[src/rtl/dma_page_addr_latch_if.sv]
// Bus bundle between the 8237 / CPU side and the DMA page address latch.
// The master modport drives the controller and CPU strobes. The slave
// modport belongs to the address stage.
interface dma_page_addr_latch_if #(
  parameter int PAGE_W = 4
);
  // 8237 side
  logic                aen;
  logic                adstb;
  logic [3:0]          dack;
  logic [7:0]          db;
  logic [7:0]          a_lo;
  // CPU side
  logic                cs_page;
  logic                ior_n;
  logic                iow_n;
  logic [3:0]          addr;
  logic [7:0]          cpu_din;
  logic [7:0]          cpu_dout;
  logic                cpu_dout_en;
  // System address side
  logic [PAGE_W+15:0]  dma_addr;
  logic                dma_addr_en;
  logic [1:0]          active_ch;
  logic                err_nolatch;

  modport master (
    output aen, adstb, dack, db, a_lo, cs_page, ior_n, iow_n, addr, cpu_din,
    input  cpu_dout, cpu_dout_en, dma_addr, dma_addr_en, active_ch, err_nolatch
  );

  modport slave (
    input  aen, adstb, dack, db, a_lo, cs_page, ior_n, iow_n, addr, cpu_din,
    output cpu_dout, cpu_dout_en, dma_addr, dma_addr_en, active_ch, err_nolatch
  );
endinterface

[src/rtl/dma_page_addr_latch.sv]
// Downstream address stage of an 8237 DMA controller. It latches A15..A8
// from the data bus on ADSTB and holds the CPU-programmable per-channel page
// registers. During transfers it merges page, high byte and A7..A0 into the
// registered system address.
module dma_page_addr_latch #(
  parameter int         PAGE_W  = 4,
  parameter logic [3:0] CH0_OFF = 4'd7,
  parameter logic [3:0] CH1_OFF = 4'd3,
  parameter logic [3:0] CH2_OFF = 4'd1,
  parameter logic [3:0] CH3_OFF = 4'd2
) (
  input  logic                  clk,
  input  logic                  reset,
  dma_page_addr_latch_if.slave  bus
);

  localparam logic [1:0] ST_IDLE    = 2'd0;
  localparam logic [1:0] ST_ARMED   = 2'd1;
  localparam logic [1:0] ST_LATCHED = 2'd2;
  localparam logic [1:0] ST_XFER    = 2'd3;

  logic [1:0]         state_q, state_d;
  logic [PAGE_W-1:0]  page_q [4];
  logic [7:0]         hi_latch_q;
  logic               iow_n_q;
  logic [7:0]         cpu_dout_q;
  logic               cpu_dout_en_q;
  logic [PAGE_W+15:0] dma_addr_q;
  logic               dma_addr_en_q;
  logic [1:0]         active_ch_q;
  logic               err_q;

  logic               off_hit;
  logic [1:0]         off_ch;
  logic               dack_any;
  logic [1:0]         dack_ch;
  logic               wr_fire;
  logic               rd_sel;
  logic [7:0]         hi_d;
  logic               set_err;
  logic               load_ch;

  // Decode the CPU port offset into a page register index.
  // NOTE: every output gets a default first so no path leaves a latch behind.
  always_comb begin
    off_hit = 1'b1;
    off_ch  = 2'd0;
    if      (bus.addr == CH0_OFF) off_ch = 2'd0;
    else if (bus.addr == CH1_OFF) off_ch = 2'd1;
    else if (bus.addr == CH2_OFF) off_ch = 2'd2;
    else if (bus.addr == CH3_OFF) off_ch = 2'd3;
    else                          off_hit = 1'b0;
  end

  // The lowest-numbered asserted DACK (active-low) owns the transfer.
  always_comb begin
    dack_any = ~&bus.dack;
    if      (!bus.dack[0]) dack_ch = 2'd0;
    else if (!bus.dack[1]) dack_ch = 2'd1;
    else if (!bus.dack[2]) dack_ch = 2'd2;
    else                   dack_ch = 2'd3;
  end

  // A write fires once on the falling edge of iow_n, and only while the CPU
  // owns the bus. A strobe that begins under AEN is lost, not deferred.
  assign wr_fire = !bus.cs_page && !bus.iow_n && iow_n_q && !bus.aen;
  assign rd_sel  = !bus.cs_page && !bus.ior_n && !bus.aen;
  // A re-strobe in the same clock reaches dma_addr without waiting for the latch.
  assign hi_d    = bus.adstb ? bus.db : hi_latch_q;

  // Cycle-phase next state. A low AEN overrides everything, including a DACK.
  always_comb begin
    state_d = state_q;
    set_err = 1'b0;
    load_ch = 1'b0;
    if (!bus.aen) begin
      state_d = ST_IDLE;
    end else begin
      case (state_q)
        ST_IDLE:    state_d = ST_ARMED;
        ST_ARMED: begin
          if (bus.adstb) begin
            state_d = ST_LATCHED;
          end else if (dack_any) begin
            state_d = ST_XFER;
            set_err = 1'b1;
            load_ch = 1'b1;
          end
        end
        ST_LATCHED: begin
          if (dack_any) begin
            state_d = ST_XFER;
            load_ch = 1'b1;
          end
        end
        ST_XFER:    if (!dack_any) state_d = ST_LATCHED;
        default:    state_d = ST_IDLE;
      endcase
    end
  end

  // Page registers, high-byte latch and the iow_n edge detector.
  // NOTE: the page file is only four entries and must read back 0 after reset,
  // so it is reset like ordinary flops rather than treated as a RAM.
  always_ff @(posedge clk or posedge reset) begin
    if (reset) begin
      for (int i = 0; i < 4; i++) page_q[i] <= '0;
      hi_latch_q <= 8'h00;
      iow_n_q    <= 1'b1;
    end else begin
      // NOTE: non-blocking so every flop samples pre-edge values, whatever the statement order.
      iow_n_q <= bus.iow_n;
      if (bus.adstb) hi_latch_q <= bus.db;
      if (wr_fire && off_hit) page_q[off_ch] <= bus.cpu_din[PAGE_W-1:0];
    end
  end

  // Registered CPU read-back with one clock of latency.
  always_ff @(posedge clk or posedge reset) begin
    if (reset) begin
      cpu_dout_q    <= 8'h00;
      cpu_dout_en_q <= 1'b0;
    end else begin
      cpu_dout_en_q <= rd_sel;
      cpu_dout_q    <= off_hit ? 8'({page_q[off_ch]}) : 8'h00;
    end
  end

  // Cycle phase, system address output and the sticky missing-ADSTB flag.
  always_ff @(posedge clk or posedge reset) begin
    if (reset) begin
      state_q       <= ST_IDLE;
      dma_addr_q    <= '0;
      dma_addr_en_q <= 1'b0;
      active_ch_q   <= 2'd0;
      err_q         <= 1'b0;
    end else begin
      state_q <= state_d;
      if (load_ch) active_ch_q <= dack_ch;
      if (bus.aen && state_q == ST_XFER && dack_any) begin
        dma_addr_en_q <= 1'b1;
        dma_addr_q    <= {page_q[active_ch_q], hi_d, bus.a_lo};
      end else begin
        dma_addr_en_q <= 1'b0;
      end
      // Setting needs AEN high and clearing needs it low, so the two never collide.
      if (set_err)                          err_q <= 1'b1;
      else if (wr_fire && bus.addr == 4'hF) err_q <= 1'b0;
    end
  end

  assign bus.cpu_dout    = cpu_dout_q;
  assign bus.cpu_dout_en = cpu_dout_en_q;
  assign bus.dma_addr    = dma_addr_q;
  assign bus.dma_addr_en = dma_addr_en_q;
  assign bus.active_ch   = active_ch_q;
  assign bus.err_nolatch = err_q;

endmodule

[src/flat_wrapper.sv]
// flat-port wrapper written by rule: the top's interface ports become plain ports
module dma_page_addr_latch_flat 
#(
  parameter int         PAGE_W  = 4,
  parameter logic [3:0] CH0_OFF = 4'd7,
  parameter logic [3:0] CH1_OFF = 4'd3,
  parameter logic [3:0] CH2_OFF = 4'd1,
  parameter logic [3:0] CH3_OFF = 4'd2
)
  (clk, reset, bus_aen, bus_adstb, bus_dack, bus_db, bus_a_lo, bus_cs_page, bus_ior_n, bus_iow_n, bus_addr, bus_cpu_din, bus_cpu_dout, bus_cpu_dout_en, bus_dma_addr, bus_dma_addr_en, bus_active_ch, bus_err_nolatch);
  dma_page_addr_latch_if #(.PAGE_W(PAGE_W)) bus_i ();
  input  logic clk;
  input  logic reset;
  input wire logic [$bits(bus_i.aen)-1:0] bus_aen;
  input wire logic [$bits(bus_i.adstb)-1:0] bus_adstb;
  input wire logic [$bits(bus_i.dack)-1:0] bus_dack;
  input wire logic [$bits(bus_i.db)-1:0] bus_db;
  input wire logic [$bits(bus_i.a_lo)-1:0] bus_a_lo;
  input wire logic [$bits(bus_i.cs_page)-1:0] bus_cs_page;
  input wire logic [$bits(bus_i.ior_n)-1:0] bus_ior_n;
  input wire logic [$bits(bus_i.iow_n)-1:0] bus_iow_n;
  input wire logic [$bits(bus_i.addr)-1:0] bus_addr;
  input wire logic [$bits(bus_i.cpu_din)-1:0] bus_cpu_din;
  output wire logic [$bits(bus_i.cpu_dout)-1:0] bus_cpu_dout;
  output wire logic [$bits(bus_i.cpu_dout_en)-1:0] bus_cpu_dout_en;
  output wire logic [$bits(bus_i.dma_addr)-1:0] bus_dma_addr;
  output wire logic [$bits(bus_i.dma_addr_en)-1:0] bus_dma_addr_en;
  output wire logic [$bits(bus_i.active_ch)-1:0] bus_active_ch;
  output wire logic [$bits(bus_i.err_nolatch)-1:0] bus_err_nolatch;
  assign bus_i.aen = bus_aen;
  assign bus_i.adstb = bus_adstb;
  assign bus_i.dack = bus_dack;
  assign bus_i.db = bus_db;
  assign bus_i.a_lo = bus_a_lo;
  assign bus_i.cs_page = bus_cs_page;
  assign bus_i.ior_n = bus_ior_n;
  assign bus_i.iow_n = bus_iow_n;
  assign bus_i.addr = bus_addr;
  assign bus_i.cpu_din = bus_cpu_din;
  assign bus_cpu_dout = bus_i.cpu_dout;
  assign bus_cpu_dout_en = bus_i.cpu_dout_en;
  assign bus_dma_addr = bus_i.dma_addr;
  assign bus_dma_addr_en = bus_i.dma_addr_en;
  assign bus_active_ch = bus_i.active_ch;
  assign bus_err_nolatch = bus_i.err_nolatch;
  dma_page_addr_latch #(.PAGE_W(PAGE_W), .CH0_OFF(CH0_OFF), .CH1_OFF(CH1_OFF), .CH2_OFF(CH2_OFF), .CH3_OFF(CH3_OFF)) u_core (.clk(clk), .reset(reset), .bus(bus_i));
endmodule
[config.mk]
export PLATFORM = sky130hd
export DESIGN_NAME = dma_page_addr_latch_flat
export DESIGN_NICKNAME = d
export VERILOG_FILES = /design/src/rtl/dma_page_addr_latch_if.sv /design/src/rtl/dma_page_addr_latch.sv /design/src/flat_wrapper.sv
export SDC_FILE = /design/constraint.sdc
export NUM_CORES = 1
export LEC_CHECK = 0
export ABC_AREA = 1
export CORE_MARGIN = 5
export CORE_UTILIZATION = 44
export DETAILED_ROUTE_END_ITERATION = 10
export GPL_ROUTABILITY_DRIVEN = 0
export PLACE_DENSITY = 0.84
export SETUP_SLACK_MARGIN = 0.5
export SLEW_MARGIN = 10
export SYNTH_ARGS = -nofsm -noshare
export SYNTH_HDL_FRONTEND = slang
export SYNTH_SLANG_ARGS = --single-unit
[constraint.sdc]
create_clock -name clk -period 1.8 [get_ports clk]
set_input_delay 0.36 -clock clk [delete_from_list [all_inputs] [get_ports clk]]
set_output_delay 0.36 -clock clk [all_outputs]
set_load 0.02 [all_outputs]
### Word-level counts from Yosys, hierarchy flattened

Cells that the tools add are included.

| cells by class | value |
|---|---|
| $lt $le $gt $ge | 3 |
| reductions and logical operators | 18 |
| bitwise gates (word level) | 2 |
| multiplexer cells | 36 |
| eq/ne operators | 9 |

Operators by type and width:

| operator | number |
|---|---|
| $mux W4 | 6 |
| $mux W2 | 10 |
| $bmux W4 S2 | 2 |
| $bwmux W16 | 1 |
| $mux W1 | 13 |
| $logic_and A1 B1 Y1 | 10 |
| $demux W4 S2 | 1 |
| $eq A4 B2 Y1 const B | 2 |
| $mux W8 | 1 |
| $pmux W2 S4 | 1 |
| $ge A3 B3 Y1 const B | 2 |
| $not A2 Y3 | 2 |
| $logic_not A1 Y1 | 5 |
| $eq A2 B2 Y1 const B | 2 |
| $eq A4 B1 Y1 const B | 1 |
| $eq A4 B3 Y1 const B | 1 |
| $eq A4 B4 Y1 const B | 1 |
| $reduce_and A4 Y1 | 1 |
| $lt A3 B1 Y1 const B | 1 |
| $ne A3 B2 Y1 const B | 1 |
| $eq A2 B1 Y1 const B | 1 |
| $logic_not A2 Y1 | 1 |
| $pmux W1 S2 | 1 |
| $reduce_bool A2 Y1 | 1 |

| word-level totals | value |
|---|---|
| output and inout bits | 33 |
| register bits | 60 |
| logic and storage cells | 81 |

### Longest topological paths before layout

| depth | value |
|---|---|
| depth in word-level cells | 11 |
| mapped depth | 8 |
| depth with buffers taken out | 8 |

### Least setup slack after synthesis

No wires, ideal clock.

| path | value |
|---|---|
| path type | flip-flop to flip-flop |
| start | reg u_core.state_q[1] |
| end | reg u_core.dma_addr_q[0], in the netlist u_core.bus.dma_addr[0] |
| cell stages (with the launch flop) | 8 |
| buffers on the path | 1 |
| setup time | 117 ps |
| required time | 1,683 ps |
| path slack | 590 ps |
| data arrival time | 1,093 ps |
| cell sequence | dfrtp_1 ha_1 o21ai_1 nor2_2 inv_2 buf_2 nand2_1 nand2_1 |

| between the ends | value |
|---|---|
| longest elaborated chain between the ends | 3 |

RTL lines:

| element | line | text |
|---|---|---|
| from (decl) | dma_page_addr_latch.sv:22 | `logic [1:0] state_q, state_d;` |
| from (signal assigned) | dma_page_addr_latch.sv:138 | `state_q <= state_d;` |
| $eq A2 B2 Y1 | dma_page_addr_latch.sv:140 | `if (bus.aen && state_q == ST_XFER && dack_any) begin` |
| $logic_and A1 B1 Y1 (2 in a row) | dma_page_addr_latch.sv:140 |  |
| to (signal assigned) | dma_page_addr_latch.sv:142 | `dma_addr_q <= {page_q[active_ch_q], hi_d, bus.a_lo};` |
| to (decl) | dma_page_addr_latch.sv:28 | `logic [PAGE_W+15:0] dma_addr_q;` |

Every way passes these cells.
A chain may end at the register's enable or synchronous reset.

### Worst setup path in the final report

| path | value |
|---|---|
| start | reg u_core.state_q[0] |
| end | reg u_core.dma_addr_q[19], in the netlist u_core.bus.dma_addr[19] |

Same word-level chain as after synthesis.

==> impl_results.html <==
<table>
<tr><th>Metric</th><th>Value</th></tr>
<tr><th colspan="2">Setup path</th></tr>
<tr><td>WP data required</td><td>roughly 2000 ps</td></tr>
<tr><td>Largest fanout of any net on the critical path</td><td>5</td></tr>
<tr><td>Worst Setup End Kind</td><td>flop</td></tr>
<tr><td>Sequence of cells on the critical path</td><td>ha_2, o21ai_4, nor2_4, buf_12, clkinvlp_4, nand2_1, nand2_1</td></tr>
<tr><td>Highest-delay cell along the critical path</td><td>dfrtp_1</td></tr>
<tr><td>Critical path arrival</td><td>between 1500 and 2000 ps</td></tr>
<tr><td>CP Class</td><td>reg2reg</td></tr>
<tr><td>Startpoint class of the critical path</td><td>flop</td></tr>
<tr><td>Worst path max stage delay</td><td>between 400 and 500 ps</td></tr>
<tr><td>Library cell appearing most often on the critical path</td><td>nand2_1</td></tr>
<tr><th colspan="2">Final layout</th></tr>
<tr><td>Fraction of final layout cells with drive strength greater than 1</td><td>between 20% and 30%</td></tr>
<tr><td>Fill cells</td><td>536</td></tr>
<tr><td>NumNets Final</td><td>466</td></tr>
<tr><td>Number of diodes added for antenna fixing</td><td>0</td></tr>
<tr><td>Synth-to-layout area growth</td><td>31.6%</td></tr>
<tr><td>Fin area</td><td>0.00354 mm2</td></tr>
<tr><td>Layout Cells excl Fill</td><td>499</td></tr>
<tr><th colspan="2">Floorplan</th></tr>
<tr><td>Effective utilization at floorplan</td><td>a little under half</td></tr>
<tr><td>Floorplan core area</td><td>between 0.005 and 0.006 mm2</td></tr>
<tr><td>Overall die width</td><td>around 88 um</td></tr>
<tr><td>Die Outline Area</td><td>between 0.007 and 0.008 mm2</td></tr>
<tr><td>Number of primary I/O pins</td><td>between 70 and 80</td></tr>
<tr><td>Height of the die</td><td>88.2 um</td></tr>
<tr><td>Number of placement rows</td><td>28</td></tr>
<tr><th colspan="2">Timing</th></tr>
<tr><td>Final setup skew</td><td>approximately 9 ps</td></tr>
<tr><td>Peak Freq</td><td>approximately 0.74 GHz</td></tr>
<tr><td>RSZ-0062 raised after global routing</td><td>true</td></tr>
<tr><td>Min cycle time layout</td><td>between 1000 and 1500 ps</td></tr>
<tr><td>Period utilization</td><td>75.5%</td></tr>
<tr><td>Number of max-slew violations in the final report</td><td>0</td></tr>
<tr><td>Final setup violation count</td><td>0</td></tr>
<tr><td>Total negative slack</td><td>0 ps</td></tr>
<tr><td>Final count of hold timing violations</td><td>0</td></tr>
<tr><th colspan="2">Drt</th></tr>
<tr><td>Drt wl/cell</td><td>~13 um</td></tr>
<tr><td>Number of vias per cell</td><td>4.78</td></tr>
<tr><td>DRT antenna net count</td><td>0</td></tr>
<tr><td>Wire length reported by the detailed router</td><td>about 6600 um</td></tr>
<tr><td>Remaining DRCs</td><td>0</td></tr>
<tr><td>DR pass1 iterations</td><td>4</td></tr>
<tr><td>Drt initial violations</td><td>between 100 and 150</td></tr>
<tr><td>Via count of the routed design</td><td>2385</td></tr>
<tr><th colspan="2">Clocking</th></tr>
<tr><td>H-tree levels</td><td>2</td></tr>
<tr><td>Buffer type at the clock tree root</td><td>clkbuf_8</td></tr>
<tr><td>Clock latency on the worst-skew pair</td><td>310 ps</td></tr>
<tr><td>Number of clock buffers inserted by TritonCTS</td><td>5</td></tr>
<tr><td>Clock tree from TritonCTS</td><td>built</td></tr>
<tr><td>Post-cts hold buffer count</td><td>0</td></tr>
<tr><td>Clock transition at path regs</td><td>100 ps</td></tr>
<tr><td>Clock Path Buffers</td><td>2</td></tr>
<tr><td>CTS sink cnt</td><td>between 50 and 60</td></tr>
<tr><th colspan="2">Global routing</th></tr>
<tr><td>Routing usage on met1</td><td>about 23%</td></tr>
<tr><td>Most used routing layer</td><td>met2</td></tr>
<tr><td>Remaining global-route overflow</td><td>0</td></tr>
<tr><td>Met2 layer usage reported by global route</td><td>just under 30%</td></tr>
<tr><td>GRT Overall Usage</td><td>between 10% and 20%</td></tr>
<tr><td>Global-route wire length before repair</td><td>approximately 11000 um</td></tr>
<tr><td>Global-route met3 utilization</td><td>3.63%</td></tr>
<tr><td>Initial antenna violation count</td><td>0</td></tr>
<tr><td>Largest net degree at the start of global routing</td><td>26</td></tr>
<tr><td>Via count of the first global-routing pass</td><td>around 2400</td></tr>
<tr><th colspan="2">Synthesis</th></tr>
<tr><td>Post-synth cell types</td><td>25</td></tr>
<tr><td>Post-synthesis cell area</td><td>0.00269 mm2</td></tr>
<tr><td>Post-synthesis cell type with the largest combined area</td><td>dfrtp_1</td></tr>
<tr><td>Share of the synthesized area in the top cell type</td><td>approximately half</td></tr>
<tr><td>Average instance area after synthesis</td><td>between 7 and 8 um2</td></tr>
<tr><td>Sequential fraction of the synthesis area</td><td>between 50% and 60%</td></tr>
<tr><td>Number of instances in the synthesized netlist</td><td>roughly 340</td></tr>
<tr><td>Count of synthesis-stage warnings from yosys</td><td>0</td></tr>
<tr><td>Number of register bits inferred by synthesis</td><td>56</td></tr>
<tr><td>Ranking of synthesized cells by area</td><td>dfrtp_1 (51%), nand2_1 (22%), inv_1 (4.5%)</td></tr>
<tr><th colspan="2">Pwr</th></tr>
<tr><td>Peak ir drop on the vdd network</td><td>about 0.00053 V</td></tr>
<tr><td>Power per cell area</td><td>roughly 1000 mW/mm2</td></tr>
<tr><td>PnR Total Power</td><td>~0.0037 W</td></tr>
<tr><td>Leakage power</td><td>approximately 1.9 nW</td></tr>
<tr><th colspan="2">Job</th></tr>
<tr><td>Max_cap viols</td><td>0</td></tr>
<tr><th colspan="2">Place</th></tr>
<tr><td>Placed inst area</td><td>0.00344 mm2</td></tr>
<tr><td>HPWL after detailed placement</td><td>between 4000 and 5000 um</td></tr>
<tr><td>DP Cell Count</td><td>a little under 500</td></tr>
<tr><td>Number of I/O port buffers</td><td>63</td></tr>
<tr><th colspan="2">Min path</th></tr>
<tr><td>Hold Crit Class</td><td>in2reg</td></tr>
<tr><th colspan="2">Run status</th></tr>
<tr><td>Result of the run</td><td>finished clean</td></tr>
</table>
[registers in the layout, summed over array words and instances, names as in the netlist]
register and cells:
u_core.bus.cpu_dout 4, u_core.bus.cpu_dout_en 1, u_core.page_q 16, u_core.bus.err_nolatch 1
u_core.hi_latch_q 8, u_core.bus.active_ch 2, u_core.bus.dma_addr_en 1, u_core.state_q 2
u_core.bus.dma_addr 20, u_core.iow_n_q 1
[stage by stage]
stage / utilization [%] / hold slack (ps) / setup slack [ps]
global placement: 58.1 / 452 / 53.5
global route: 59.8 / 182 / 378
CTS: 59.4 / 422 / 463
finish: 59.8 / 190 / 442
detailed placement: 58.1 / 457 / 3.09
floorplan: - / 364 / 590
[worst paths after layout]
kind	start	to	slack [ps]	cells after the start
setup / recovery	u_core.state_q[0]$_DFFE_PP0N_	u_core.bus.dma_addr[19]$_DFFE_PP0P_	440	7
hold / removal	bus_iow_n	u_core.iow_n_q$_DFF_PP1_	190	1
setup reg to reg	u_core.state_q[0]$_DFFE_PP0N_	u_core.bus.dma_addr[19]$_DFFE_PP0P_	440	7
hold reg to reg	u_core.bus.dma_addr[9]$_DFFE_PP0P_	u_core.bus.dma_addr[9]$_DFFE_PP0P_	470	2
max in group asynchronous	reset	u_core.page_q[8]$_DFFE_PP0P_	940	3
min in group asynchronous	reset	u_core.page_q[7]$_DFFE_PP0P_	410	2
[power by group]
part | internal, W | switching, W | leakage, nW
Combinational | 0.000478 | 0.000836 | 1.15
Sequential | 0.00153 | 0.000148 | 0.718
Clock | 0.000313 | 0.000393 | 0.0445
Total | 0.00232 | 0.00138 | 1.91
[final cells by class]
class	count	area [um2]	share of cell area (%)
sequential	56	1400	39.6
multi-input combinational	241	1140	32.3
timing repair buffer	81	653	18.4
inverter	36	141	3.99
tap	75	93.8	2.65
clock buffer	7	86.3	2.44
timing repair inverter	2	15.0	0.424
clock inverter	1	7.51	0.212
[kinds of logic (layout without fill, tap and decap cells)]
family                   count (synthesis)  count (layout)  synth area share (%)
AND/OR/NAND/NOR                        198             198                  30.2
flip-flops                              56              56                  52.1
buffers and inverters                   50             127                  8.28
AO/OA/AOI/OAI                           35              35                  7.39
adder cells (fa/ha/maj)                  4               4                  1.86
other                                    1               4                 0.139
[what timing repair did]
action                     CTS  global route
setup endpoints to repair   70            48
buffers inserted             5             2
resized for setup          135            18
cloned                       2             0
pin swaps                    8            14
[synthesized netlist by cell type]
library cell,instances
buf_4,5
nand3_2,1
nand4_1,6
a21oi_1,5
o21ai_1,7
dfstp_2,1
inv_1,32
clkbuf_1,1
buf_2,7
o211ai_1,4
inv_2,4
nand2_4,1
dfrtp_1,55
ha_1,4
nor2_2,2
nand2_1,159
a21boi_0,1
nand3_1,7
o21ai_0,17
a21oi_4,1
nor2_1,17
nor2_4,3
buf_6,1
nand2_2,2
conb_1,1
[critical path, delay by kind of cell (launching register included)]
family	cells	cell delay, ps
buf+inv	2	290
flops	1	410
compound gates	1	70
fa+ha+maj	1	230
simple gates	3	250
[layer usage]
metal / vias to the layer above / wire (um)
met5: - / 0
met4: 0 / 145
met3: 13 / 454
met2: 74 / 3210
met1: 1083 / 2790
li1: 1215 / -
[layout by cell type (no fill, tap or decap), types with 2 or more instances in the layout]
master / netlist / layout
nand2_2: 2 / 9
inv_2: 4 / 3
nand4_1: 6 / 6
nor2_2: 2 / 2
ha_1: 4 / 3
o21ai_0: 17 / 12
nand2_1: 159 / 150
nor2_4: 3 / 4
nor2_1: 17 / 16
clkinvlp_4: 0 / 4
buf_12: 0 / 2
o211ai_1: 4 / 4
nand2_4: 1 / 3
clkbuf_8: 0 / 6
nand3_1: 7 / 7
dlygate4sd2_1: 0 / 7
buf_2: 7 / 29
dlymetal6s2s_1: 0 / 2
dfrtp_1: 55 / 55
o21ai_1: 7 / 10
buf_4: 5 / 14
conb_1: 1 / 4
inv_1: 32 / 31
a21oi_1: 5 / 5
clkdlybuf4s50_1: 0 / 25
(Power assumes the default switching activity.)
